File: config.mk
export PLATFORM = sky130hd
export DESIGN_NAME = rr_arbiter_ctrl
export DESIGN_NICKNAME = d
export VERILOG_FILES = /design/src/rtl/rr_arbiter_ctrl.sv
export SDC_FILE = /design/constraint.sdc
export NUM_CORES = 1
export LEC_CHECK = 0
export ABC_AREA = 1
export BUFFER_PORTS_ARGS = -buffer_cell sky130_fd_sc_hd__buf_4
export CORE_AREA = 2 2 48 61
export CTS_CLUSTER_SIZE = 8
export DETAILED_ROUTE_END_ITERATION = 6
export DIE_AREA = 0 0 50 63
export MAX_ROUTING_LAYER = met4
export PLACE_DENSITY_LB_ADDON = 0.12
export SLEW_MARGIN = 20
export SYNTH_ARGS = -nofsm -noshare
export SYNTH_HDL_FRONTEND = slang
export SYNTH_SLANG_ARGS = --single-unit
export TNS_END_PERCENT = 20
File: constraint.sdc
create_clock -name clk -period 1.9 [get_ports clk]
set_input_delay 0.19 -clock clk [delete_from_list [all_inputs] [get_ports clk]]
set_output_delay 0.19 -clock clk [all_outputs]
set_load 0.05 [all_outputs]
File: src/rtl/rr_arbiter_ctrl.sv
// Round-robin arbiter controller: rotating priority, grant hold with release/timeout,
// and a one-cycle break-before-make gap between grants.
module rr_arbiter_ctrl #(
  parameter int N       = 4,
  parameter int IW      = 2,
  parameter int MAXHOLD = 16,
  parameter int TW      = 5
) (
  input  logic          clk,
  input  logic          rst_n,
  input  logic [N-1:0]  req,
  input  logic [N-1:0]  done,
  output logic [N-1:0]  g,
  output logic [IW-1:0] gid,
  output logic          busy
);

  typedef enum logic [1:0] {IDLE, GRANT, GAP} state_t;

  state_t        state;
  logic [IW-1:0] ptr;
  logic [TW-1:0] timer;
  logic          win_vld;
  logic [IW-1:0] win_idx;
  logic          timeout;
  logic          rel;

  // Descending scan so the lowest offset from ptr (first in search order) wins.
  function automatic logic [IW:0] pick(input logic [N-1:0] r, input logic [IW-1:0] p);
    logic [IW:0] res;
    int          idx;
    res = '0;
    for (int k = N - 1; k >= 0; k--) begin
      idx = (int'(p) + k) % N;
      if (r[idx]) res = {1'b1, IW'(idx)};
    end
    return res;
  endfunction

  assign {win_vld, win_idx} = pick(req, ptr);
  assign timeout = (MAXHOLD != 0) && (timer == TW'(MAXHOLD - 1));
  assign rel     = done[gid] | ~req[gid] | timeout;

  always_ff @(posedge clk or negedge rst_n) begin
    if (!rst_n) begin
      state <= IDLE;
      g     <= '0;
      gid   <= '0;
      busy  <= 1'b0;
      ptr   <= '0;
      timer <= '0;
    end else begin
      case (state)
        GRANT: begin
          if (rel) begin
            g     <= '0;
            busy  <= 1'b0;
            ptr   <= (gid == IW'(N - 1)) ? '0 : gid + IW'(1);
            state <= GAP;
          end else begin
            timer <= timer + TW'(1);
          end
        end
        default: begin
          // IDLE and GAP arbitrate identically; GAP simply follows a release.
          if (win_vld) begin
            g     <= N'(1) << win_idx;
            gid   <= win_idx;
            busy  <= 1'b1;
            timer <= '0;
            state <= GRANT;
          end else begin
            g     <= '0;
            busy  <= 1'b0;
            state <= IDLE;
          end
        end
      endcase
    end
  end

endmodule
### Yosys cells after proc, flatten, opt, wreduce, memory -nomap -nowiden

Cells that the tools add are included.

| word-level totals | value |
|---|---|
| bits in registers | 16 |
| output and inout port bits | 7 |

| cells by class | value |
|---|---|
| shift operators | 1 |
| magnitude comparators | 5 |
| reduce and logical (&&, ||, !) cells | 7 |
| eq/ne operators | 5 |
| bitwise gates (word level) | 7 |
| mux-type cells | 32 |
| add/sub/neg operators | 5 |

Operators by type and width:

| cell | number |
|---|---|
| 2-to-1 mux 5 bit | 3 |
| 2-to-1 mux 1 bit | 13 |
| binary-select mux 1 bit (select 2 bit) | 6 |
| less-than comparator 3 x 4 -> 1 bit (second input constant) | 3 |
| 2-to-1 mux 3 bit | 4 |
| 2-to-1 mux 4 bit | 3 |
| less-than comparator 2 x 3 -> 1 bit (second input constant) | 2 |
| 2-to-1 mux 2 bit | 3 |
| AND reduction 2 bit | 3 |
| OR reduction 2 bit | 3 |
| adder 5 x 1 -> 5 bit (second input constant) | 1 |
| == test 5 x 4 -> 1 bit (second input constant) | 1 |
| adder 2 x 1 -> 2 bit (second input constant) | 2 |
| adder 2 bit (second input constant) | 2 |
| != test 2 bit (second input constant) | 2 |
| left shift 1 x 2 -> 4 bit (first input constant) | 1 |
| bitwise AND 1 bit (first input constant) | 3 |
| == test 2 x 1 -> 1 bit (second input constant) | 1 |
| == test 2 bit (second input constant) | 1 |
| inverter 1 bit | 2 |
| bitwise OR 1 bit | 2 |
| nonzero test 2 bit | 1 |

### Depth between registers and ports, before layout

Gate-level depths: netlist of run 1.

| depth | value |
|---|---|
| word-level depth | 13 |
| depth in mapped cells | 12 |

### Least setup slack after synthesis of run 1

OpenSTA, ideal clock, no wires.

| timing | value |
|---|---|
| path kind | register to register |
| start point | register gid[0] |
| end point | register timer[3] |
| slack | 305 ps |
| data required time | 1,783 ps |
| arrival time | 1,478 ps |
| path buffers | 0 |
| period minus slack after synthesis | 1,595 ps |
| cell stages (with the launch flop) | 10 |
| cells stage by stage | dfrtp_1 > inv_1 > o21ai_1 > nand3_1 > nand2_1 > nand3_2 > nor2_1 > nand2_1 > nand2_1 > nor2_1 |

| between the ends | value |
|---|---|
| longest elaborated chain between the ends | 7 |

RTL lines:

| what | RTL line | RTL |
|---|---|---|
| from (decl) | 14 | `output logic [IW-1:0] gid,` |
| from (signal assigned) | 68 | `gid <= win_idx;` |
| binary-select mux 1 bit (select 2 bit) | 42 | `assign rel = done[gid] \| ~req[gid] \| timeout;` |
| 2-to-1 mux 1 bit (implied by the code) | 42 |  |
| inverter 1 bit | 42 |  |
| bitwise OR 1 bit (*) (2 in series) | 42 |  |
| != test 2 bit (no source line) (*) | n/a |  |
| AND reduction 2 bit (no source line) (*) | n/a |  |
| to (signal assigned) | 61 | `timer <= timer + TW'(1);` |
| to (decl) | 22 | `logic [TW-1:0] timer;` |

Mark *: on every way between the ends. The rest lies on a longest branch, timed or not. The select of a mux whose other input is x is not followed.
A chain may end at the register's enable or synchronous reset.

### Final worst setup path of run 1

| timing | value |
|---|---|
| start point | register timer[0] |
| end point | register timer[0] |

| between the ends | value |
|---|---|
| longest elaborated chain between the ends | 4 |

RTL lines:

| what |
|---|
| parallel branches: the longest is 4 deep, another holds adder 5 x 1 -> 5 bit |

Parallel ways; which one is timed is not known. The select of a mux whose other input is x is not followed.

==> results of run 1 <==
cell type report:
cell class	count	share of cell area
well taps	34	0.0363
repair buffers	17	0.111
inverters	19	0.0609
clock buffers	4	0.0224
flip-flops and latches	15	0.322
multi-input cells	102	0.448
path summary, 6_finish.rpt:
check,endpoint,cells after the start
max,timer[0],9
min,gid[1],2
max reg2reg,timer[0],9
min reg2reg,g[3],2
max in group asynchronous,ptr[0],2
min in group clk,state[1],7
cell families after synthesis:
group	count (synthesis)
DFF	15
adders and majority gates	3
buffers and inverters	20
and+or+nand+nor	85
AOI/OAI and AO/OA	14
routing by layer:
metal  up-vias  part of all wire  GRT usage
li1        467                 -          -
met2         9              0.49      0.252
met5         -                 0          -
met4         0             0.021     0.0729
met3         5             0.028     0.0239
met1       400              0.46      0.171
through the flow:
step | hold WS [ns] | setup slack, ns | power (mW) | instance area, um^2 | util
2_1_floorplan | -0.106 | 0.305 | 1.64 | 982 | -
3_3_place_gp | 0.0546 | 0.172 | 1.92 | 1130 | 0.436
3_5_place_dp | 0.0570 | 0.194 | 1.92 | 1130 | 0.436
4_1_cts | 0.284 | 0.152 | 2.11 | 1170 | 0.450
5_1_grt | 0.303 | 0.105 | 2.32 | 1170 | 0.450
6_report | 0.282 | 0.284 | 2.09 | 1170 | 0.450
registers in the layout, indices dropped and copies added, names as in the netlist:
signal and count:
gid 2, state 2, g 4, timer 5, ptr 2
power by group through the flow:
| stage | Combinational [mW] | Clock, mW | Sequential, mW |
|---|---|---|---|
| floorplan | 0.943 | 0 | 0.694 |
| global placement | 1.36 | 0 | 0.561 |
| detailed placement | 1.36 | 0 | 0.563 |
| CTS | 1.36 | 0.186 | 0.558 |
| global route | 1.53 | 0.204 | 0.581 |
| finish | 1.35 | 0.181 | 0.560 |
timing repair:
action                                 4_1_cts  5_1_grt
hold buffers                                 1        0
endpoints found under the hold margin       15        0
setup endpoints to repair                    0        4
resized for setup                            0        1
cell usage in the layout, fill, tap and decap left out, drive strengths merged:
cell type / netlist / routed
nor2: 10 / 10
nand2: 62 / 62
ha: 3 / 3
o22ai: 1 / 1
nor3b: 1 / 1
dfrtp: 15 / 15
clkbuf: 0 / 4
buf: 1 / 16
and2: 1 / 1
nand4: 2 / 2
o21ai: 8 / 8
o31ai: 1 / 1
a21oi: 4 / 4
inv: 19 / 19
nand3: 8 / 8
dlygate4sd3: 0 / 1
nand3b: 1 / 1
==> metrics.md, run 1 <==
| Metric | Value |
|---|---|
| Setup crit end kind | `register` |
| N_diodes | `0` |
| Critical Path AT | `1.84 ns` |
| Synth warn | `0` |
| Async SR Flop Fraction | `1.00` |
| Boundary Pins | `17` |
| Starting DRT DRC Count | `23` |
| Most area-consuming cells after synthesis | `dfrtp_1 (38%), nand2_1 (20%), inv_1 (6.9%)` |
| Combinational fraction of design power | `0.645` |
| Setup TNS | `0 ns` |
| Yosys reg bits | `15` |
| Crit-path cells | `ha_1 > nand2_1 > nor2_1 > ha_1 > inv_1 > nand3_2 > inv_1 > nor2_1 > a21oi_2` |
| Syn Area/Cell | `7.17 um^2` |
| Synth unique cells | `23` |
| Peak supply drop | `0.000734 V` |
| Final hold vios | `0` |
| Worst path required time | `2.12 ns` |
| Via/cell ratio | `4.61` |
| Mux cell area share after synthesis | `0` |
| Highest net fanout along the worst path | `6` |
| Cts bufs inserted | `3` |
| Vias post-DR | `881` |
| CP top delay family | `flip-flops` |
| Vias in the first global route | `866` |
| Clk_skew | `0.00295 ns` |
| Final count of negative-setup-slack endpoints | `0` |
| Crit path time final | `1.62 ns` |
| Detail Route Antenna Nets | `0` |
| Layout cells sized above 1 | `0.242` |
| Setup crit start | `timer[0]` |
| Area share of the largest cell type after synthesis | `0.382` |
| XOR/XNOR share of the synthesized area | `0` |
| Tot GR Track Use | `0.151` |
| Starting density of the core | `0.378` |
| Area grow syn2layout | `19.2%` |
| Setup Crit Path Kind | `register to register` |
| Die Height | `63 um` |
| Clock Latency Late Sink | `0.29 ns` |
| HP Class | `input pin to async pin` |
| # DRC | `0` |
| Placed Cells | `186` |
| Netlist Area Pre-Place | `982 um^2` |
| Final Instance Count excl. Fillers | `191` |
| Die width | `50 um` |
| Top post-synthesis cells by count | `nand2_1 (53), inv_1 (18), dfrtp_1 (15)` |
| Clock share of power | `0.087` |
| RSZ-0062 raised after global routing | `false` |
| Fill cell count | `275` |
| Die ar. | `0.00315 mm^2` |
| Post-synth top area cell | `dfrtp_1` |
| CP Buf/Inv Count | `2` |
| GP Congestion | `0.690` |
| Count of input and output buffers | `16` |
| Final #Nets | `171` |
| Max cap viols | `0` |
| Worst setup SP type | `register` |
| CTS clk-pin slew, worst paths | `0.08 ns` |
| H-Tree Depth | `1` |
| Most common cell in the synthesized netlist | `nand2_1` |
| Slowest Stage Delay on Critical Path | `0.43 ns` |
| First-pass DRT Iterations | `4` |
| Pins Over Slew Limit | `0` |
| RR Startpoint | `timer[0]` |
| Row cnt | `21` |
| Power Density | `1780 mW/mm^2` |
| Postcts setup bufs | `0` |
| Sequential Area | `377 um^2` |
| Simple-Gate Fraction of Synth Area | `0.399` |
| Outcome | `complete, no violations` |
| Num Clock Sinks | `15` |
| Synth Area in Adders | `0.0382` |
| Routed len/inst | `10.5 um` |
| FF-to-FF setup slack | `0.28 ns` |
| Mapped Cells | `137` |
| Multi-input gate area | `524 um^2` |
| Syn_nets | `150` |
| Sequential area share after synthesis | `0.382` |
| Dpl hpwl | `1620 um` |
| Switching share of total power | `0.540` |
| Synth Area in Compound Gates | `0.0968` |
| First-pass GRT wire length | `3580 um` |
| Tcrit/Tclk final | `0.851` |
| CTS root buf | `clkbuf_4` |
| Top_reg_cell synth | `dfrtp_1` |
| Switching power | `1.13 mW` |
| Total global routing overflow | `0` |
| CTS tree | `built` |
| Core ar. | `0.00260 mm^2` |
| Worst path slowest cell | `dfrtp_1` |
| Leak | `0.647 nW` |
| Pint | `0.960 mW` |
| Initial antenna violation count | `0` |
| Post-synth EDFFs | `0` |
| Sequential share of power | `0.268` |
| Max clock buf depth | `2` |
| F_max | `619 MHz` |
| DRT Wirelength | `2010 um` |
| Main combinational cell family by area after synthesis | `simple AND/OR/NAND/NOR gates` |
| Tightest Pin Transition | `0.359 ns` |
| Largest net degree at the start of global routing | `16` |
| Slew headroom | `0.760` |
Power figures use the tool's default switching activity.
==> inputs of run 2 (changes only) <==
--- a/config.mk
+++ b/config.mk
@@ -7,12 +7,14 @@
 export LEC_CHECK = 0
 export ABC_AREA = 1
 export BUFFER_PORTS_ARGS = -buffer_cell sky130_fd_sc_hd__buf_4
-export CORE_AREA = 2 2 48 61
+export CELL_PAD_IN_SITES_DETAIL_PLACEMENT = 2
+export CELL_PAD_IN_SITES_GLOBAL_PLACEMENT = 2
+export CORE_AREA = 2 2 55 69
 export CTS_CLUSTER_SIZE = 8
 export DETAILED_ROUTE_END_ITERATION = 6
-export DIE_AREA = 0 0 50 63
+export DIE_AREA = 0 0 57 71
 export MAX_ROUTING_LAYER = met4
-export PLACE_DENSITY_LB_ADDON = 0.12
+export PLACE_DENSITY = 0.71
 export SLEW_MARGIN = 20
 export SYNTH_ARGS = -nofsm -noshare
 export SYNTH_HDL_FRONTEND = slang
==> metrics.md, run 2 (same netlist as run 1, synthesis figures left out) <==
| Metric | Value |
|---|---|
| First-pass GRT wire length | `4800 um (+34%)` |
| Total global routing overflow | `0 (unchanged)` |
| Leak | `0.674 nW (+4.2%)` |
| CTS clk-pin slew, worst paths | `0.06 ns (-0.02 ns)` |
| Final hold vios | `0 (unchanged)` |
| Final count of negative-setup-slack endpoints | `0 (unchanged)` |
| Setup crit end kind | `register` |
| Combinational fraction of design power | `0.649 (+0.004)` |
| GP Congestion | `0.734 (+6.4%)` |
| Worst path required time | `2.03 ns (-0.09 ns)` |
| Routed len/inst | `13.6 um (+30%)` |
| FF-to-FF setup slack | `0.21 ns (-0.08 ns)` |
| Max clock buf depth | `2 (unchanged)` |
| Clk_skew | `0.00202 ns (-0.000926 ns)` |
| Commonest cells after routing, fill and taps aside | `nand2_1 (53), buf_4 (20), inv_1 (18)` |
| N_diodes | `0 (unchanged)` |
| Sequential share of power | `0.241 (-0.027)` |
| Highest net fanout along the worst path | `6 (unchanged)` |
| Peak supply drop | `0.000560 V (-24%)` |
| Crit-path cells | `ha_1 > nand2_1 > nor2_1 > ha_1 > inv_1 > nand3_2 > nor2_1 > nand2_1 > nand2_1 > nor2_1` |
| RR Startpoint | `timer[0]` |
| Tot GR Track Use | `0.154 (+0.00314)` |
| FF-to-FF End | `timer[3]` |
| Row cnt | `24 (+14%)` |
| # DRC | `0 (unchanged)` |
| F_max | `590 MHz (-4.6%)` |
| Setup TNS | `0 ns (unchanged)` |
| Boundary Pins | `17 (unchanged)` |
| Die width | `57 um (+14%)` |
| Switching share of total power | `0.528 (-0.0119)` |
| Max cap viols | `0 (unchanged)` |
| Tightest Pin Transition | `0.380 ns (+0.0201 ns)` |
| Worst setup SP type | `register` |
| Starting density of the core | `0.287 (-0.0907)` |
| Outcome | `complete, no violations` |
| Dpl hpwl | `2190 um (+35%)` |
| Max FFs per register | `5 (unchanged)` |
| Starting DRT DRC Count | `13 (-43%)` |
| Pint | `1.08 mW (+12%)` |
| Placement Setup Slack | `0.0281 ns (-0.166 ns)` |
| Vias in the first global route | `1083 (+25%)` |
| Fin worst setup slack | `0.205 ns (-0.0785 ns)` |
| Detail Route Antenna Nets | `0 (unchanged)` |
| Via/cell ratio | `4.82 (+4.4%)` |
| Layout cells sized above 1 | `0.261 (+0.0188)` |
| Cts bufs inserted | `3 (unchanged)` |
| Critical Path AT | `1.83 ns (about the same)` |
| Slowest Stage Delay on Critical Path | `0.42 ns (about the same)` |
| Crit path time final | `1.69 ns (+0.0785 ns)` |
| Largest Register | `timer` |
| Area grow syn2layout | `24.8%` |
| First-pass DRT Iterations | `3 (-1)` |
| Num Clock Sinks | `15 (unchanged)` |
| Die ar. | `0.00405 mm^2 (+28%)` |
| HP Class | `input pin to async pin` |
| Vias post-DR | `963 (+9.3%)` |
| Core ar. | `0.00342 mm^2 (+32%)` |
| CTS root buf | `clkbuf_8` |
| RSZ-0062 raised after global routing | `false` |
| Die Height | `71 um (+13%)` |
| Biggest regs | `timer: 5 flops, g: 4 flops` |
| Worst path slowest cell | `dfrtp_1` |
| Clock share of power | `0.110 (+0.023)` |
| Switching power | `1.21 mW (+7.3%)` |
| Clock Latency Late Sink | `0.24 ns (-0.05 ns)` |
| Commonest non-fill, non-tap cell in the layout | `nand2_1` |
| Final #Nets | `175 (+2.3%)` |
| CTS tree | `built` |
| Tcrit/Tclk final | `0.892 (+0.0413)` |
| Setup Crit Path Kind | `register to register` |
| Largest net degree at the start of global routing | `16 (unchanged)` |
| Pins Over Slew Limit | `0 (unchanged)` |
| Initial antenna violation count | `0 (unchanged)` |
| DRT Wirelength | `2730 um (+36%)` |
| Slew headroom | `0.746 (-0.0135)` |
| Power Density | `1870 mW/mm^2 (+4.7%)` |
| Cells on worst reg2reg path | `10 (+1)` |
| H-Tree Depth | `1 (unchanged)` |
| Count of input and output buffers | `16 (unchanged)` |
[run 2: power by group through the flow]
stage	Combinational [mW]	Sequential [mW]	Clock, mW
finish	1.49	0.551	0.252
global placement	1.38	0.569	0
floorplan	0.943	0.694	0
detailed placement	1.42	0.579	0
CTS	1.43	0.572	0.263
global route	1.69	0.571	0.275
[run 2: cell type report]
type | instances | area (um^2)
sequential | 15 | 377
clock buffer | 4 | 45.0
tap | 39 | 48.8
timing repair buffer | 21 | 160
fill | 432 | 2200
multi-input combinational | 102 | 524
inverter | 19 | 71.3
[run 2: worst max-delay path, delay by kind of cell (launching register included)]
family                   cells  cell delay, ns
flip-flops                   1            0.42
adder cells (fa/ha/maj)      2            0.40
buffers and inverters        1            0.08
AND/OR/NAND/NOR              7            0.69
[run 2: per-layer routing]
layer	track usage	wire, um
met1	0.164	1020
met2	0.298	1650
met3	0.00731	33
met4	0.0465	20
met5	-	0
[run 2: worst max path at each step]
| stage | startpoint | to | slack (ns) | cells past startpoint |
|---|---|---|---|---|
| final | timer[0] | timer[3] | 0.21 | 10 |
| after floorplan | gid[0] | timer[3] | 0.30 | 9 |
| after detailed placement | ptr[0] | g[3] | 0.03 | 11 |
| after global placement | ptr[0] | g[1] | 0.08 | 11 |
| after CTS | ptr[0] | g[3] | 0.02 | 11 |
| after global routing | timer[0] | timer[3] | 0.07 | 10 |
[run 2: metrics by stage]
step / instance area (um^2) / hold slack, ns / utilization / total power, mW / instances
after floorplan: 982 / -0.106 / - / 1.64 / 137
after global placement: 1140 / 0.0573 / 0.333 / 1.95 / 191
after detailed placement: 1140 / 0.0587 / 0.333 / 2.00 / 191
after CTS: 1190 / 0.333 / 0.349 / 2.27 / 196
after global routing: 1230 / 0.363 / 0.358 / 2.54 / 200
final: 1230 / 0.331 / 0.358 / 2.29 / 200
[run 2: repair_timing]
item | in CTS | in global routing
hold buffers | 1 | 0
setup endpoints to repair | 0 | 12
resized for setup | 0 | 1
setup buffers | 0 | 4
hold endpoints to repair | 15 | 0
